==> config.mk <==
export PLATFORM = sky130hd
export DESIGN_NAME = mem_bus_arbiter
export DESIGN_NICKNAME = d
export VERILOG_FILES = /design/src/rtl/mem_bus_arbiter.sv
export SDC_FILE = /design/constraint.sdc
export NUM_CORES = 1
export LEC_CHECK = 0
export BUFFER_PORTS_ARGS = -buffer_cell sky130_fd_sc_hd__buf_4
export CAP_MARGIN = 25
export CORE_AREA = 2 2 121 123
export DETAILED_ROUTE_END_ITERATION = 10
export DIE_AREA = 0 0 123 125
export GPL_TIMING_DRIVEN = 1
export HOLD_SLACK_MARGIN = 0.06
export SLEW_MARGIN = 20
export SYNTH_ARGS = -nofsm -noshare
export SYNTH_HDL_FRONTEND = slang
export SYNTH_SLANG_ARGS = --single-unit
==> constraint.sdc <==
create_clock -name clk -period 3.9 [get_ports clk]
set_clock_uncertainty 0.2 [all_clocks]
set_input_delay 0.39 -clock clk [delete_from_list [all_inputs] [get_ports clk]]
set_output_delay 0.39 -clock clk [all_outputs]
set_load 0.05 [all_outputs]
==> src/rtl/mem_bus_arbiter.sv <==
// Two-master round-robin arbiter onto one valid/ready slave bus, one transfer per grant.
// Optional slave-response watchdog is compiled in when ARB_TIMEOUT_EN is defined.
module mem_bus_arbiter #(
  parameter int unsigned TIMEOUT_CYCLES = 255,
  parameter logic [31:0] ERR_RDATA      = 32'hDEAD_BEEF
) (
  input  logic        clk,
  input  logic        rst,
  input  logic        m0_valid,
  input  logic        m0_instr,
  input  logic [31:0] m0_addr,
  input  logic [31:0] m0_wdata,
  input  logic [3:0]  m0_wstrb,
  output logic        m0_ready,
  output logic [31:0] m0_rdata,
  input  logic        m1_valid,
  input  logic        m1_instr,
  input  logic [31:0] m1_addr,
  input  logic [31:0] m1_wdata,
  input  logic [3:0]  m1_wstrb,
  output logic        m1_ready,
  output logic [31:0] m1_rdata,
  output logic        s_valid,
  output logic        s_instr,
  output logic [31:0] s_addr,
  output logic [31:0] s_wdata,
  output logic [3:0]  s_wstrb,
  input  logic        s_ready,
  input  logic [31:0] s_rdata,
  input  logic        err_clr,
  output logic        err_timeout
);

  typedef enum logic [1:0] {IDLE, GNT0, GNT1} state_t;

  state_t state_q, state_d;
  logic   last_grant_q, last_grant_d;
  logic   timeout_hit;

  always_comb begin
    state_d      = state_q;
    last_grant_d = last_grant_q;
    s_valid      = 1'b0;
    s_instr      = 1'b0;
    s_addr       = 32'h0;
    s_wdata      = 32'h0;
    s_wstrb      = 4'h0;
    m0_ready     = 1'b0;
    m0_rdata     = 32'h0;
    m1_ready     = 1'b0;
    m1_rdata     = 32'h0;
    case (state_q)
      IDLE: begin
        // last_grant_q == 1 means master 0 has priority on a tie
        if (m0_valid && (!m1_valid || last_grant_q)) begin
          state_d      = GNT0;
          last_grant_d = 1'b0;
        end else if (m1_valid) begin
          state_d      = GNT1;
          last_grant_d = 1'b1;
        end
      end
      GNT0: begin
        s_valid  = m0_valid;
        s_instr  = m0_instr;
        s_addr   = m0_addr;
        s_wdata  = m0_wdata;
        s_wstrb  = m0_wstrb;
        m0_ready = s_ready;
        m0_rdata = s_rdata;
        if (timeout_hit) begin
          s_valid  = 1'b0;
          m0_ready = 1'b1;
          m0_rdata = ERR_RDATA;
        end
        if (!m0_valid || s_ready || timeout_hit) state_d = IDLE;
      end
      GNT1: begin
        s_valid  = m1_valid;
        s_instr  = m1_instr;
        s_addr   = m1_addr;
        s_wdata  = m1_wdata;
        s_wstrb  = m1_wstrb;
        m1_ready = s_ready;
        m1_rdata = s_rdata;
        if (timeout_hit) begin
          s_valid  = 1'b0;
          m1_ready = 1'b1;
          m1_rdata = ERR_RDATA;
        end
        if (!m1_valid || s_ready || timeout_hit) state_d = IDLE;
      end
      default: state_d = IDLE;
    endcase
    // Reset blanks the bus immediately so an in-flight transfer is never completed
    if (rst) begin
      s_valid  = 1'b0;
      s_instr  = 1'b0;
      s_addr   = 32'h0;
      s_wdata  = 32'h0;
      s_wstrb  = 4'h0;
      m0_ready = 1'b0;
      m0_rdata = 32'h0;
      m1_ready = 1'b0;
      m1_rdata = 32'h0;
    end
  end

  always_ff @(posedge clk) begin
    if (rst) begin
      state_q      <= IDLE;
      last_grant_q <= 1'b1;
    end else begin
      state_q      <= state_d;
      last_grant_q <= last_grant_d;
    end
  end

`ifdef ARB_TIMEOUT_EN
  localparam logic [15:0] WD_LIMIT = 16'(TIMEOUT_CYCLES - 1);

  logic [15:0] wd_q, wd_d;
  logic        err_q, err_d;
  logic        grant_valid;

  assign grant_valid = (state_q == GNT0 && m0_valid) || (state_q == GNT1 && m1_valid);
  assign timeout_hit = grant_valid && !s_ready && (wd_q == WD_LIMIT);

  always_comb begin
    wd_d  = wd_q;
    err_d = err_q;
    if (state_q == IDLE && state_d != IDLE) begin
      wd_d = 16'h0;
    end else if (state_q != IDLE && !s_ready) begin
      wd_d = wd_q + 16'h1;
    end
    // Set has priority over a coincident clear
    if (err_clr)     err_d = 1'b0;
    if (timeout_hit) err_d = 1'b1;
  end

  always_ff @(posedge clk) begin
    if (rst) begin
      wd_q  <= 16'h0;
      err_q <= 1'b0;
    end else begin
      wd_q  <= wd_d;
      err_q <= err_d;
    end
  end

  assign err_timeout = err_q & ~rst;
`else
  logic unused_err_clr;

  assign unused_err_clr = err_clr;
  assign timeout_hit    = 1'b0;
  assign err_timeout    = 1'b0;
`endif

endmodule

* Yosys cells after proc, flatten, opt, wreduce, memory -nomap -nowiden
Index checks and enable logic that the tools add are counted.
** Operators by class
- Eq/ne operators :: 5
- Muxes and demuxes :: 25
- Reduce and logical (&&, ||, !) cells :: 10
** Operator list (count)
- 2-to-1 mux 32 bit :: 6
- one-hot mux 32 bit (2 select lines) :: 2
- 2-to-1 mux 1 bit :: 8
- 2-to-1 mux 2 bit :: 4
- one-hot mux 4 bit (2 select lines) :: 1
- one-hot mux 2 bit (3 select lines) :: 1
- 2-to-1 mux 4 bit :: 1
- != test 2 bit (second input constant) :: 2
- one-hot mux 1 bit (2 select lines) :: 2
- logical OR 1 bit :: 3
- != test 3 bit (second input constant) :: 1
- AND reduction 3 bit :: 1
- == test 2 x 1 -> 1 bit (second input constant) :: 1
- == test 2 bit (second input constant) :: 1
- zero test 1 bit :: 2
- zero test 2 bit :: 1
- AND reduction 2 bit :: 1
- nonzero test 2 bit :: 1
- logical AND 1 bit :: 1
** Word-level totals
- Bits in registers :: 3
- Output and inout port bits :: 137
- Word-level logic and storage cells :: 42

* Longest topological paths before layout
Gate-level depths: netlist of run 1.
- Word-level depth :: 5
- Gate-level depth with buffers :: 7
- Mapped depth without buffers :: 5

* Least setup slack after synthesis of run 1
Ideal clock, no wire load.
- Kind :: register to output
- From :: register state_q[0]
- To :: output port s_addr[21]
- Arrival time :: 1.747 ns
- Slack :: 1.563 ns
- Stages on the path, launching flop included :: 8
- Cell sequence :: dfxtp_1 > inv_1 > ha_1 > buf_2 > buf_4 > buf_2 > a22oi_1 > nor2_1
** Between the ends
- Cells in the longest elaborated chain, start to end :: 3
- Elaborated cells between the ends (all ways) :: 4
- Those cells by class :: eq/ne: 2; mux: 2
** RTL lines
- start, declared :: line 36 : state_t state_q, state_d;
- start signal, assigned :: line 114 : state_q <= state_d;
- == test 2 bit / == test 2 x 1 -> 1 bit (equally long branches) :: line 52 : case (state_q)
- one-hot mux 32 bit (2 select lines) * :: line 52
- 2-to-1 mux 32 bit * :: line 96 : if (rst) begin
- end, declared :: line 25 : output logic [31:0] s_addr,
Every way passes the cells marked *; elsewhere a longest branch is shown, timed or not.

* Worst setup path after layout of run 1
- From :: register state_q[0]
- To :: output port s_addr[0]
Same word-level chain as after synthesis.

==> results.sh, run 1 <==
export IMPL_die_width_um=123
export IMPL_syn_nets=442
export IMPL_final_nets=732
export IMPL_post_place_ws_ps=1400
export IMPL_hold_path_class="in2reg"
export IMPL_synthArstFlopShare=0
export IMPL_routed_via_count=2982
export IMPL_cts_sinks=3
export IMPL_row_count=44
export IMPL_start_util=0.112
export IMPL_syn_inst=262
export IMPL_cts_tree="built"
export IMPL_worstSetupPathType="reg2out"
export IMPL_seq_area_frac_synth=0.0378
export IMPL_synth_edf_count=0
export IMPL_ios=313
export IMPL_status="completed"
export IMPL_yosysMostFrequentCell="nor2_1"
export IMPL_synth_top_area_frac=0.331
export IMPL_yosysWarnings=0
export IMPL_diodes=0
export IMPL_powerDensity_nw_per_um2=176
export IMPL_setup_viol=0
export IMPL_grt_max_degree=71
export IMPL_path_cells="inv_1 > ha_2 > buf_12 > a22oi_1 > nor2_1 > buf_4"
export IMPL_leakagePower_nw=2.08
export IMPL_finalWeightedCongestion=0.718
export IMPL_grt_pass1_vias=2723
export IMPL_die_area_sq_um=15400
export IMPL_critPathBufInv=3
export IMPL_power_share_switching=0.456
export IMPL_cts_max_path_buffers=2
export IMPL_die_y_um=125
export IMPL_first_pass_iters=4
export IMPL_htreeDepth=1
export IMPL_synth_largest_area_cell="a22oi_1"
export IMPL_irDropWorstVdd_v=0.0000890
export IMPL_grt_antenna_before_repair=0
export IMPL_synth_area_leaders="a22oi_1 (33%), and2_1 (26%), nor2_1 (17%), buf_4 (4.3%), dfxtp_1 (3.8%)"
export IMPL_power_frac_comb=0.721
export IMPL_dp_hpwl_mm=7.43
export IMPL_rsz0062_at_grt="no"
export IMPL_core_region_area_sq_um=14200
export IMPL_power_switching_mw=0.333
export IMPL_critPathLaunchType="flop"
export IMPL_cts_root_buf="clkbuf_16"
export IMPL_cpMaxStageDelayCell="ha_2"
export IMPL_cts_setup_buffers=0
export IMPL_worst_ep_required_time_ps=3310
export IMPL_ys_flop_type="dfxtp_1"
export IMPL_slew_limit_headroom=0.567
export IMPL_max_stage_delay_ps=610
export IMPL_routedWlPerCell_um=12.7
export IMPL_syn_area_sq_um=1590
export IMPL_worstSetupEndpointType="output pin"
export IMPL_ant_nets=0
export IMPL_clkTransAtPathRegs_ps=30
export IMPL_critPathMaxFanout=42
export IMPL_synth_common_cells="nor2_1 (71), a22oi_1 (70), and2_1 (66)"
export IMPL_drive_gt1_frac=0.592
export IMPL_area_growth_pct=161
export IMPL_grt_usage=0.105
export IMPL_cts_repair_resized=0
export IMPL_pwr_share_clk=0.228
export IMPL_fmax_ghz=0.377
export IMPL_ys_ff_latch=3
export IMPL_wl_mm=9.35
export IMPL_drtIter0Drc=105
export IMPL_dpl_cell_area_sq_um=4050
export IMPL_avgSynthCellArea_sq_um=6.06
export IMPL_period_share=0.680
export IMPL_io_buffers=310
export IMPL_insertion_delay_ps=230
export IMPL_viasPerCell=4.06
export IMPL_cts_buffers=3
export IMPL_cpLargestDelayFamily="buffers and inverters"
export IMPL_intPower_mw=0.397
export IMPL_drv_cap=0
export IMPL_setup_tns_final_ps=0
export IMPL_seqPwrFrac=0.050
export IMPL_drcViolationCount=0
export IMPL_crit_arrival_ps=2060
export IMPL_worst_pin_slew_ps=649
export IMPL_finalInstanceArea_sq_um=4150
export IMPL_synthDistinctLibCells=22
export IMPL_gr_total_overflow=0
export IMPL_hold_buffers=0
export IMPL_grt_pass1_wl_mm=13.2
export IMPL_finalCriticalPeriod_ps=2650
export IMPL_report_final_slew_viol_count=0
export IMPL_hold_viol=0
export IMPL_layout_setup_ws_ps=1250
==> cell families (layout without fill, tap and decap cells) <==
group	after synthesis	after routing	share of synthesized area
other cells	1	1	0.00236
buf+inv	34	323	0.109
compound gates	76	76	0.361
simple gates	144	144	0.459
fa+ha+maj	4	4	0.0315
flops	3	3	0.0378
==> area by class of cell <==
cell class,count,area (sq um)
Clock buffer,4,78.8
Inverter,3,11.3
Sequential cell,3,60.1
Fill cell,1589,10100
Multi-Input combinational cell,225,1360
Tap cell,184,230
Timing Repair Buffer,316,2400
==> power groups by stage <==
| stage | Combinational (mW) | Clock [mW] | Sequential (mW) |
|---|---|---|---|
| 2_1_floorplan | 0.298 | 0 | 0.0363 |
| 3_3_place_gp | 0.529 | 0 | 0.0370 |
| 3_5_place_dp | 0.531 | 0 | 0.0370 |
| 4_1_cts | 0.532 | 0.170 | 0.0367 |
| 5_1_grt | 0.566 | 0.173 | 0.0370 |
| 6_report | 0.527 | 0.167 | 0.0366 |
==> metrics by stage <==
| stage | util | std cells | power [mW] | hold slack [ps] |
|---|---|---|---|---|
| floorplan | - | 262 | 0.334 | 297 |
| global placement | 0.285 | 730 | 0.566 | 364 |
| detailed placement | 0.285 | 730 | 0.568 | 356 |
| CTS | 0.291 | 734 | 0.739 | 224 |
| global route | 0.292 | 735 | 0.776 | 246 |
| finish | 0.292 | 735 | 0.730 | 227 |
==> layer usage <==
layer / GRT usage / share of wire / wire length [um] / up-vias
li1: - / - / - / 1485
met3: 0.0187 / 0.11 / 1060 / 6
met4: 0.0201 / 0.0084 / 79 / 0
met5: 0 / 0 / 0 / -
met2: 0.197 / 0.50 / 4640 / 175
met1: 0.123 / 0.38 / 3580 / 1316
==> final timing paths <==
path / start / end / slack (ps) / depth (start not counted)
max: state_q[0] / s_addr[0] / 1250 / 6
max reg2reg: state_q[1] / state_q[0] / 1720 / 6
min: rst / last_grant_q / 230 / 2
min reg2reg: last_grant_q / last_grant_q / 360 / 2
==> sequential cells by signal (all words and copies together) (netlist names) <==
signal / cells
last_grant_q: 1
state_q: 2
==> cell usage in the layout (no fill, tap or decap) <==
master       n
buf_8        1
nor2_1      71
o32a_1       1
nand4b_1     1
a31oi_1      1
inv_1        2
clkbuf_16    3
clkbuf_1     1
a22oi_1     70
and2_1      66
nand2b_2     1
ha_1         2
ha_2         2
a21oi_1      1
inv_2        1
o32ai_1      2
nand2_1      1
conb_1       1
a211o_1      1
nor2b_2      2
buf_12       2
nand2b_1     1
dfxtp_1      3
buf_4      313
or2_2        1
(Power assumes the default switching activity.)
==> run 2: changes to the inputs <==
--- a/config.mk
+++ b/config.mk
@@ -7,9 +7,9 @@
 export LEC_CHECK = 0
 export BUFFER_PORTS_ARGS = -buffer_cell sky130_fd_sc_hd__buf_4
 export CAP_MARGIN = 25
-export CORE_AREA = 2 2 121 123
+export CORE_AREA = 2 2 122 124
 export DETAILED_ROUTE_END_ITERATION = 10
-export DIE_AREA = 0 0 123 125
+export DIE_AREA = 0 0 124 126
 export GPL_TIMING_DRIVEN = 1
 export HOLD_SLACK_MARGIN = 0.06
 export SLEW_MARGIN = 20
==> constraint.sdc (replaced) <==
create_clock -name clk -period 2.3 [get_ports clk]
set_clock_uncertainty 0.2 [all_clocks]
set_input_delay 0.23 -clock clk [delete_from_list [all_inputs] [get_ports clk]]
set_output_delay 0.23 -clock clk [all_outputs]
set_load 0.05 [all_outputs]
==> results.sh, run 2 (same netlist as run 1, synthesis figures left out) <==
export IMPL_status="completed"
export IMPL_seqCellArea_sq_um=60.1
export IMPL_routed_via_count=3009
export IMPL_dp_cells=732
export IMPL_leakagePower_nw=2.09
export IMPL_die_width_um=124
export IMPL_drcViolationCount=0
export IMPL_reg_top3="state_q x2, last_grant_q x1"
export IMPL_drtIter0Drc=107
export IMPL_hold_buffers=0
export IMPL_report_final_slew_viol_count=0
export IMPL_clkTransAtPathRegs_ps=30
export IMPL_max_stage_delay_ps=320
export IMPL_wl_mm=9.27
export IMPL_worstSetupEndpointType="output pin"
export IMPL_drive_gt1_frac=0.592
export IMPL_die_area_sq_um=15600
export IMPL_grt_usage=0.101
export IMPL_r2r_slack_ps=580
export IMPL_cpMaxStageDelayCell="dfxtp_1"
export IMPL_r2r_start="state_q[0]"
export IMPL_final_cell_mix="buf_4 (313), nor2_1 (71), a22oi_1 (70)"
export IMPL_worst_ep_required_time_ps=1870
export IMPL_cts_max_path_buffers=2
export IMPL_rsz0062_at_grt="no"
export IMPL_gr_total_overflow=0
export IMPL_period_share=0.934
export IMPL_top_register="state_q"
export IMPL_dp_hpwl_mm=7.31
export IMPL_hold_path_class="in2reg"
export IMPL_setup_tns_final_ps=0
export IMPL_grt_pass1_vias=2832
export IMPL_start_util=0.111
export IMPL_first_pass_iters=4
export IMPL_r2r_end="state_q[0]"
export IMPL_cts_root_buf="clkbuf_16"
export IMPL_fin_cells=736
export IMPL_critPathMaxFanout=68
export IMPL_ant_nets=0
export IMPL_grt_pass1_wl_mm=12.9
export IMPL_grt_max_degree=69
export IMPL_io_buffers=310
export IMPL_cts_buffers=3
export IMPL_powerDensity_nw_per_um2=299
export IMPL_cts_repair_resized=0
export IMPL_area_growth_pct=163
export IMPL_irDropWorstVdd_v=0.000244
export IMPL_row_count=44
export IMPL_cts_setup_buffers=0
export IMPL_fmax_ghz=0.466
export IMPL_grt_antenna_before_repair=0
export IMPL_drv_cap=0
export IMPL_final_common_cell="buf_4"
export IMPL_ios=313
export IMPL_crit_arrival_ps=1720
export IMPL_die_y_um=126
export IMPL_filler_cell_count=1576
export IMPL_insertion_delay_ps=230
export IMPL_setup_viol=0
export IMPL_multi_input_area_sq_um=1360
export IMPL_viasPerCell=4.09
export IMPL_routedWlPerCell_um=12.6
export IMPL_cts_sinks=3
export IMPL_critPathLaunchType="flop"
export IMPL_hold_viol=0
export IMPL_worstSetupStartpoint="state_q[1]"
export IMPL_hp_start="rst"
export IMPL_htreeDepth=1
export IMPL_finalWeightedCongestion=0.706
export IMPL_diodes=0
export IMPL_core_region_area_sq_um=14300
export IMPL_cts_tree="built"
export IMPL_final_nets=733
export IMPL_path_cells="inv_1 > ha_2 > buf_12 > a22oi_1 > nor2_1 > buf_4"
export IMPL_rr_worst_depth=5
export IMPL_finalCriticalPeriod_ps=2150
export IMPL_worstSetupPathType="reg2out"
export IMPL_crit_end="s_addr[24]"
export IMPL_largest_register_ffs=2
run 2: cell count changes in the layout (fill, tap and decap cells not counted), sizes merged:
cell,previous run,this run
buf,316,317
run 2: metrics by stage:
stage | util | worst slack, ps | hold slack, ps | total power, mW | instance area [sq um]
floorplan | - | 123 | 137 | 0.567 | 1590
global placement | 0.286 | 397 | 306 | 0.973 | 4090
detailed placement | 0.286 | 387 | 309 | 0.974 | 4090
CTS | 0.292 | 144 | 77.9 | 1.26 | 4170
global route | 0.292 | 18.5 | 89.5 | 1.32 | 4170
finish | 0.292 | 153 | 84.2 | 1.25 | 4170
run 2: critical path, delay by kind of cell (launching register included):
family,cells,cell delay (ps)
buffers and inverters,3,610
DFF,1,320
adders and majority gates,1,240
and+or+nand+nor,1,150
AOI/OAI and AO/OA,1,120
run 2: worst min path at each step:
stage / end / cells past startpoint
finish: last_grant_q / 2
floorplan: last_grant_q / 1
global route: state_q[1] / 2
CTS: last_grant_q / 2
global placement: last_grant_q / 2
detailed placement: last_grant_q / 2
run 2: area by class of cell:
type	count	share of cell area
Inverter	3	0.00270
Sequential cell	3	0.0144
Tap cell	184	0.0552
Multi-Input combinational cell	225	0.327
Clock buffer	4	0.0189
Timing Repair Buffer	317	0.582
run 2: per-layer routing:
layer,track usage,part of all wire,vias to the layer above
li1,-,-,1487
met1,0.107,0.35,1328
met2,0.204,0.52,186
met3,0.0149,0.12,8
met4,0.0212,0.0086,0
met5,0,0,-
run 2: report_power, final:
group,internal [mW],switching [mW]
Combinational,0.396,0.508
Sequential,0.0579,0.00397
Clock,0.229,0.0508
Total,0.683,0.563
